`config.mk`:
```
export PLATFORM = sky130hd
export DESIGN_NAME = wb_regfile
export DESIGN_NICKNAME = d
export VERILOG_FILES = /design/src/rtl/wb_regfile.sv
export SDC_FILE = /design/constraint.sdc
export NUM_CORES = 2
export LEC_CHECK = 0
export CORE_MARGIN = 2
export CORE_UTILIZATION = 60
export CTS_CLUSTER_DIAMETER = 200
export DETAILED_ROUTE_END_ITERATION = 10
export HOLD_SLACK_MARGIN = 0.03
export PLACE_DENSITY = 0.91
export SYNTH_ARGS = -nofsm -noshare
export SYNTH_HDL_FRONTEND = slang
export SYNTH_SLANG_ARGS = --single-unit
```
`constraint.sdc`:
```
create_clock -name clk -period 58.1 [get_ports clk]
set_input_delay 5.81 -clock clk [delete_from_list [all_inputs] [get_ports clk]]
set_output_delay 5.81 -clock clk [all_outputs]
set_load 0.02 [all_outputs]
```
`src/rtl/wb_regfile.sv`:
```
`default_nettype none
// ============================================================================
// Module      : wb_regfile
// Description : Write-back sink of the pipeline. Holds the general-purpose
//               register file and the HI/LO pair. It also keeps a counter of
//               committed GPR writes.
//               Both GPR read ports and the HI/LO outputs bypass the
//               write-back data in the same cycle (write-through).
//
// Ports       : clk           clock, all state updates on the rising edge
//               rst           asynchronous active-high reset
//               wb_wreg_i     GPR write enable from the write-back stage
//               wb_wd_i       GPR write address
//               wb_wdata_i    GPR write data
//               wb_whilo_i    HI/LO pair write enable
//               wb_hi_i       HI write data
//               wb_lo_i       LO write data
//               re1_i         read port 1 enable
//               raddr1_i      read port 1 address
//               rdata1_o      read port 1 data (combinational)
//               re2_i         read port 2 enable
//               raddr2_i      read port 2 address
//               rdata2_o      read port 2 data (combinational)
//               hi_o          current HI (combinational, bypassed)
//               lo_o          current LO (combinational, bypassed)
//               wr_cnt_o      committed GPR write count (registered)
//
// Revision    : 1.0 - initial release
// ============================================================================
module wb_regfile #(
  parameter int DATA_W = 32,
  parameter int ADDR_W = 5,
  parameter int CNT_W  = 32
) (
  input  logic              clk,
  input  logic              rst,
  input  logic              wb_wreg_i,
  input  logic [ADDR_W-1:0] wb_wd_i,
  input  logic [DATA_W-1:0] wb_wdata_i,
  input  logic              wb_whilo_i,
  input  logic [DATA_W-1:0] wb_hi_i,
  input  logic [DATA_W-1:0] wb_lo_i,
  input  logic              re1_i,
  input  logic [ADDR_W-1:0] raddr1_i,
  output logic [DATA_W-1:0] rdata1_o,
  input  logic              re2_i,
  input  logic [ADDR_W-1:0] raddr2_i,
  output logic [DATA_W-1:0] rdata2_o,
  output logic [DATA_W-1:0] hi_o,
  output logic [DATA_W-1:0] lo_o,
  output logic [CNT_W-1:0]  wr_cnt_o
);

  localparam int NUM_REGS = 2 ** ADDR_W;

  // --------------------------------------------------------------------------
  // State
  // --------------------------------------------------------------------------
  logic [DATA_W-1:0] gpr_q [NUM_REGS];
  logic [DATA_W-1:0] hi_q;
  logic [DATA_W-1:0] hi_d;
  logic [DATA_W-1:0] lo_q;
  logic [DATA_W-1:0] lo_d;
  logic [CNT_W-1:0]  wr_cnt_q;
  logic [CNT_W-1:0]  wr_cnt_d;

  // A GPR write only commits when it targets a non-zero register; this single
  // qualifier drives both the array update and the retired-write counter.
  logic w_commit;
  assign w_commit = wb_wreg_i && (wb_wd_i != '0);

  // --------------------------------------------------------------------------
  // GPR array. Entry 0 is only ever cleared, so it stays hardwired to zero.
  // --------------------------------------------------------------------------
  always_ff @(posedge clk or posedge rst) begin
    if (rst) begin
      for (int i = 0; i < NUM_REGS; i++) begin
        gpr_q[i] <= '0;
      end
    end else if (w_commit) begin
      gpr_q[wb_wd_i] <= wb_wdata_i;
    end
  end

  // --------------------------------------------------------------------------
  // HI/LO pair and retired-write counter
  // --------------------------------------------------------------------------
  always_comb begin
    hi_d     = hi_q;
    lo_d     = lo_q;
    wr_cnt_d = wr_cnt_q;
    if (wb_whilo_i) begin
      hi_d = wb_hi_i;
      lo_d = wb_lo_i;
    end
    // Counter wraps naturally modulo 2**CNT_W.
    if (w_commit) begin
      wr_cnt_d = wr_cnt_q + CNT_W'(1);
    end
  end

  always_ff @(posedge clk or posedge rst) begin
    if (rst) begin
      hi_q     <= '0;
      lo_q     <= '0;
      wr_cnt_q <= '0;
    end else begin
      hi_q     <= hi_d;
      lo_q     <= lo_d;
      wr_cnt_q <= wr_cnt_d;
    end
  end

  // --------------------------------------------------------------------------
  // Read paths. The stored state is already zero during reset, but the bypass
  // paths come straight from the write-back inputs, so they are gated by rst
  // to keep every read at zero while reset is held.
  // --------------------------------------------------------------------------
  function automatic logic [DATA_W-1:0] f_read(
    input logic              re,
    input logic [ADDR_W-1:0] addr
  );
    logic [DATA_W-1:0] data;
    data = '0;
    if (!re || (addr == '0)) begin
      data = '0;
    end else if (wb_wreg_i && (wb_wd_i == addr)) begin
      data = wb_wdata_i;
    end else begin
      data = gpr_q[addr];
    end
    return data;
  endfunction

  always_comb begin
    rdata1_o = '0;
    rdata2_o = '0;
    hi_o     = '0;
    lo_o     = '0;
    if (!rst) begin
      rdata1_o = f_read(re1_i, raddr1_i);
      rdata2_o = f_read(re2_i, raddr2_i);
      hi_o     = wb_whilo_i ? wb_hi_i : hi_q;
      lo_o     = wb_whilo_i ? wb_lo_i : lo_q;
    end
  end

  assign wr_cnt_o = wr_cnt_q;

endmodule
`default_nettype wire
```
==> flow_summary_export.csv <==
group,metric,value,unit
cells_and_area,num-nets-final,4270,
sta,fmax,58.2,MHz
setup_path,cp_cell_sequence,"buf_8 -> buf_12 -> buf_4 -> buf_4 -> buf_4 -> mux4_2 -> mux4_2 -> a221o_1 -> clkdlybuf4s50_1",
floorplan,floorplan.initialDensity,0.605,
synthesis,synth_largest_type_area_fraction,0.471,
cells_and_area,final-instance-count-excl-fill,5540,
place,placed_cell_count,5321,
power,total_leakage_power,28.9,nW
setup_path,path_buf_inv,6,
synthesis,synth-edff-count,0,
synthesis,compound_gate_fraction_of_synth_area,0.0594,
setup_path,timing.critical_path.to_type,"output port",
synthesis,netlist.top_cell.by_area,"sky130_fd_sc_hd__dfrtp_1",
clock_network,cts_tree,"built",
clock_network,number_of_buffers_on_the_longest_clock_path,3,
clock_network,ctsHtreeMaxLevel,3,
setup_path,cp_top_family,"buffers and inverters",
routing,drt_pass1_iterations,6,
power,cellPowerDensity,34.3,nW/um^2
synthesis,combinational_family_with_the_most_area_after_synthesis,"multiplexers",
synthesis,post_synth_main_area_contributors,"sky130_fd_sc_hd__dfrtp_1 47%, sky130_fd_sc_hd__mux2_2 20%, sky130_fd_sc_hd__mux4_2 14%",
routing,dr_total_vias,41100,
clock_network,post-cts-setup-buffers,0,
synthesis,synth-seq-area-share,0.471,
place,io_buffers,276,
setup_path,worst-endpoint-arrival,11.38,ns
setup_path,cp_common_cell,"sky130_fd_sc_hd__buf_4",
sta,totalNegativeSetupSlack,0,ns
routing,drt-total-wl,181000,um
synthesis,yosys_warnings,0,
global_routing,global_route_wire_length_before_repair,272000,um
sta,max_clock_skew,0.0105,ns
power,internal,0.00166,W
floorplan,die_h,319,um
sta,finalSetupViolCount,0,
synthesis,synth_seq_cells,1120,
synthesis,synthCells,4124,
setup_path,worst_path_max_delay_cell,"sky130_fd_sc_hd__buf_4",
floorplan,floorplan.die_area,102000,sq um
synthesis,avgSynthCellArea,14.4,sq um
place,place.detailed.hpwl,101000,um
power,switchingPower,0.000633,W
global_routing,grt_start_max_net_pins,192,
setup_path,worstPathMaxFanout,115,
floorplan,boundaryPins,277,
clock_network,post_cts_resize_count,0,
synthesis,synthMuxAreaShare,0.407,
setup_path,critPathKind,"input port to output port",
power,sequentialPowerShare,0.451,
cells_and_area,p_r_area_growth_vs_syn,12.4,%
setup_path,cp-start-kind,"input port",
hold_path,timing.hold.worst.class,"register to register",
routing,wl_per_cell,32.7,um
global_routing,globalRouteTotalUtil,0.356,
global_routing,globalRoute.totalOverflow,0,
routing,detail-route-antenna-nets,0,
cells_and_area,drive_above_1_share,0.420,
sta,slew_headroom,0.0978,
synthesis,area_share_of_and_or_nand_nor_cells_after_synthesis,0.0212,
global_routing,number_of_antenna_violations_at_the_first_check_in_global_routing,6,
place,place_congestion,0.871,
floorplan,die_width,319,um
synthesis,synth_async_sr_flop_share,1.00,
sta,maxSlewViolCount,0,
power,p_clk_frac,0.346,
setup_path,crit_path_max_incr_delay,0.90,ns
setup_path,reg_to_reg_setup_timing_slack,55.92,ns
sta,fin_crit,17.19,ns
run_status,run_status,"complete, no violations",
routing,vias_per_cell,7.42,
flow_run,max_cap_viol_count,0,
power,p_total,0.00229,W
sta,period_share,0.296,
clock_network,clock_tree.root_cell,"sky130_fd_sc_hd__clkbuf_16",
cells_and_area,utilization,0.680,
global_routing,grt_pass1_vias,43400,
synthesis,synthXorXnorAreaFrac,0.00604,
power,switching_share,0.276,
power,ir_worst_vdd,0.0294,mV
clock_network,post_cts_hold_buffer_count,0,
clock_network,clock-sinks,1120,
clock_network,tritoncts.num_buffers,116,
synthesis,postSynth.topFlopCell,"sky130_fd_sc_hd__dfrtp_1",
power,combinationalPowerShare,0.203,
synthesis,post_synth_fa_ha_maj_area_fraction,0.000210,
routing,detailedRoute.firstIterationViolations,4985,
setup_path,worst-endpoint-required,52.29,ns
synthesis,synth.cell_area,59500,sq um
sta,finalHoldViolCount,0,
synthesis,library_cells_used_by_synthesis,48,
clock_network,cts.reportedPaths.clkPinSlew,0.06,ns
floorplan,placeableCoreArea,98300,sq um
sta,worst_pin_slew,1.35,ns
sta,rsz0062_at_grt,"false",
floorplan,fp-row-count,115,
clock_network,clock_insertion_delay_worst_skew,0.71,ns
routing,route.detailed.drc,0,
synthesis,postSynthNetCount,4242,
==> cell usage in the layout (no fill, tap or decap), drive strengths merged, types with 5 or more instances in the layout <==
master            n
a221o            23
o21ai            20
o221a             8
xor2              5
a221oi          188
a22oi            46
a31oi             9
nand2            32
nor3             41
mux2i           371
o221ai           14
clkdlybuf4s50   266
a211oi            9
o32a             16
nor2             36
dfrtp          1120
nor2b            11
or3               5
mux4            380
clkinv           28
nand3            16
clkinvlp          5
nand4            10
buf             103
mux2           1060
xnor2            36
a21oi            61
and2             68
o21a             16
clkbuf          168
inv               8
bufinv           15
o21bai           31
==> metal layers <==
metal / global-route usage / share of wire
met3: 0.113 / 0.13
met2: 0.537 / 0.45
met5: 0.00142 / 0.00038
met4: 0.231 / 0.076
met1: 0.446 / 0.34
==> worst reg2reg max path, stage by stage, from the launching register on <==
cell	delay, ns
sky130_fd_sc_hd__dfrtp_1	0.44
sky130_fd_sc_hd__and4_1	0.29
sky130_fd_sc_hd__nand4_1	0.23
sky130_fd_sc_hd__nor3_1	0.71
sky130_fd_sc_hd__nand4_1	0.22
sky130_fd_sc_hd__xnor2_1	0.16
==> cells by family (layout without fill, tap and decap cells) <==
family / Yosys count / in the layout
flip-flops: 1120 / 1120
AO/OA/AOI/OAI: 447 / 447
AND/OR/NAND/NOR: 236 / 236
other: 0 / 4
XOR/XNOR: 41 / 41
adder cells (fa/ha/maj): 1 / 1
buffers and inverters: 468 / 593
multiplexers: 1811 / 1811
==> metrics by stage <==
step / hold slack [ns] / worst slack [ns] / area [sq um]
3_3_place_gp: 0.380 / 40.92 / 62800
3_5_place_dp: 0.387 / 40.89 / 62800
6_report: 0.401 / 40.91 / 66900
4_1_cts: 0.401 / 40.83 / 66800
5_1_grt: 0.408 / 40.53 / 66900
2_1_floorplan: 0.441 / 7.59 / 59500
==> worst paths after layout <==
kind / depth (start not counted) / end / start
worst min register to register: 0 / gpr_q[1008] / gpr_q[1008]
min in group asynchronous: 2 / wr_cnt_o[30] / rst
max in group asynchronous: 6 / gpr_q[807] / rst
worst min-delay path: 0 / gpr_q[1008] / gpr_q[1008]
worst max-delay path: 9 / rdata1_o[16] / raddr1_i[0]
worst max register to register: 5 / wr_cnt_o[26] / wr_cnt_o[2]
==> sequential cells by signal, summed over array words and instances, names as in the netlist <==
name      cells
gpr_q      1024
hi_q         32
lo_q         32
wr_cnt_o     32
==> layout make-up <==
type,count,area (sq um)
Antenna cell,4,10.0
Clock buffer,167,3410
Clock inverter,48,643
Fill cell,6178,31400
Inverter,8,38.8
Multi-Input combinational cell,2536,29600
Sequential cell,1120,28000
Tap cell,1287,1610
Timing Repair Buffer,370,3530
==> synth_stat cells (2+ instances only) <==
| cell | n |
|---|---|
| sky130_fd_sc_hd__o2111ai_1 | 2 |
| sky130_fd_sc_hd__o32a_1 | 16 |
| sky130_fd_sc_hd__nand2_1 | 32 |
| sky130_fd_sc_hd__buf_2 | 71 |
| sky130_fd_sc_hd__and3_1 | 4 |
| sky130_fd_sc_hd__inv_1 | 7 |
| sky130_fd_sc_hd__o21a_1 | 16 |
| sky130_fd_sc_hd__and4_1 | 4 |
| sky130_fd_sc_hd__nor2_1 | 36 |
| sky130_fd_sc_hd__xnor2_1 | 36 |
| sky130_fd_sc_hd__o221a_2 | 8 |
| sky130_fd_sc_hd__o221ai_1 | 14 |
| sky130_fd_sc_hd__mux2i_1 | 371 |
| sky130_fd_sc_hd__a21oi_1 | 61 |
| sky130_fd_sc_hd__mux4_2 | 380 |
| sky130_fd_sc_hd__a221oi_1 | 188 |
| sky130_fd_sc_hd__nand3_1 | 16 |
| sky130_fd_sc_hd__a221o_1 | 23 |
| sky130_fd_sc_hd__buf_4 | 35 |
| sky130_fd_sc_hd__xor2_1 | 5 |
| sky130_fd_sc_hd__o21ai_0 | 19 |
| sky130_fd_sc_hd__a211oi_1 | 9 |
| sky130_fd_sc_hd__a31oi_1 | 9 |
| sky130_fd_sc_hd__buf_1 | 51 |
| sky130_fd_sc_hd__or2_2 | 3 |
| sky130_fd_sc_hd__mux2_1 | 8 |
| sky130_fd_sc_hd__mux2_2 | 1052 |
| sky130_fd_sc_hd__clkbuf_1 | 292 |
| sky130_fd_sc_hd__a22oi_1 | 46 |
| sky130_fd_sc_hd__nor3_1 | 40 |
| sky130_fd_sc_hd__nor2b_1 | 11 |
| sky130_fd_sc_hd__and2_1 | 68 |
| sky130_fd_sc_hd__nor3b_1 | 2 |
| sky130_fd_sc_hd__o211a_1 | 2 |
| sky130_fd_sc_hd__o21bai_1 | 31 |
| sky130_fd_sc_hd__dfrtp_1 | 1120 |
| sky130_fd_sc_hd__buf_6 | 10 |
| sky130_fd_sc_hd__or3_1 | 5 |
| sky130_fd_sc_hd__nand4_1 | 10 |
| sky130_fd_sc_hd__nand3b_1 | 3 |
==> power by group through the flow <==
stage               combinational (W)  sequential, W  clock [W]
floorplan                    0.000352        0.00101          0
global placement             0.000433        0.00102          0
detailed placement           0.000452        0.00104          0
CTS                          0.000460        0.00103   0.000799
global route                 0.000491        0.00105   0.000832
finish                       0.000465        0.00103   0.000794
No activity file was read; power rests on OpenSTA's default activity.
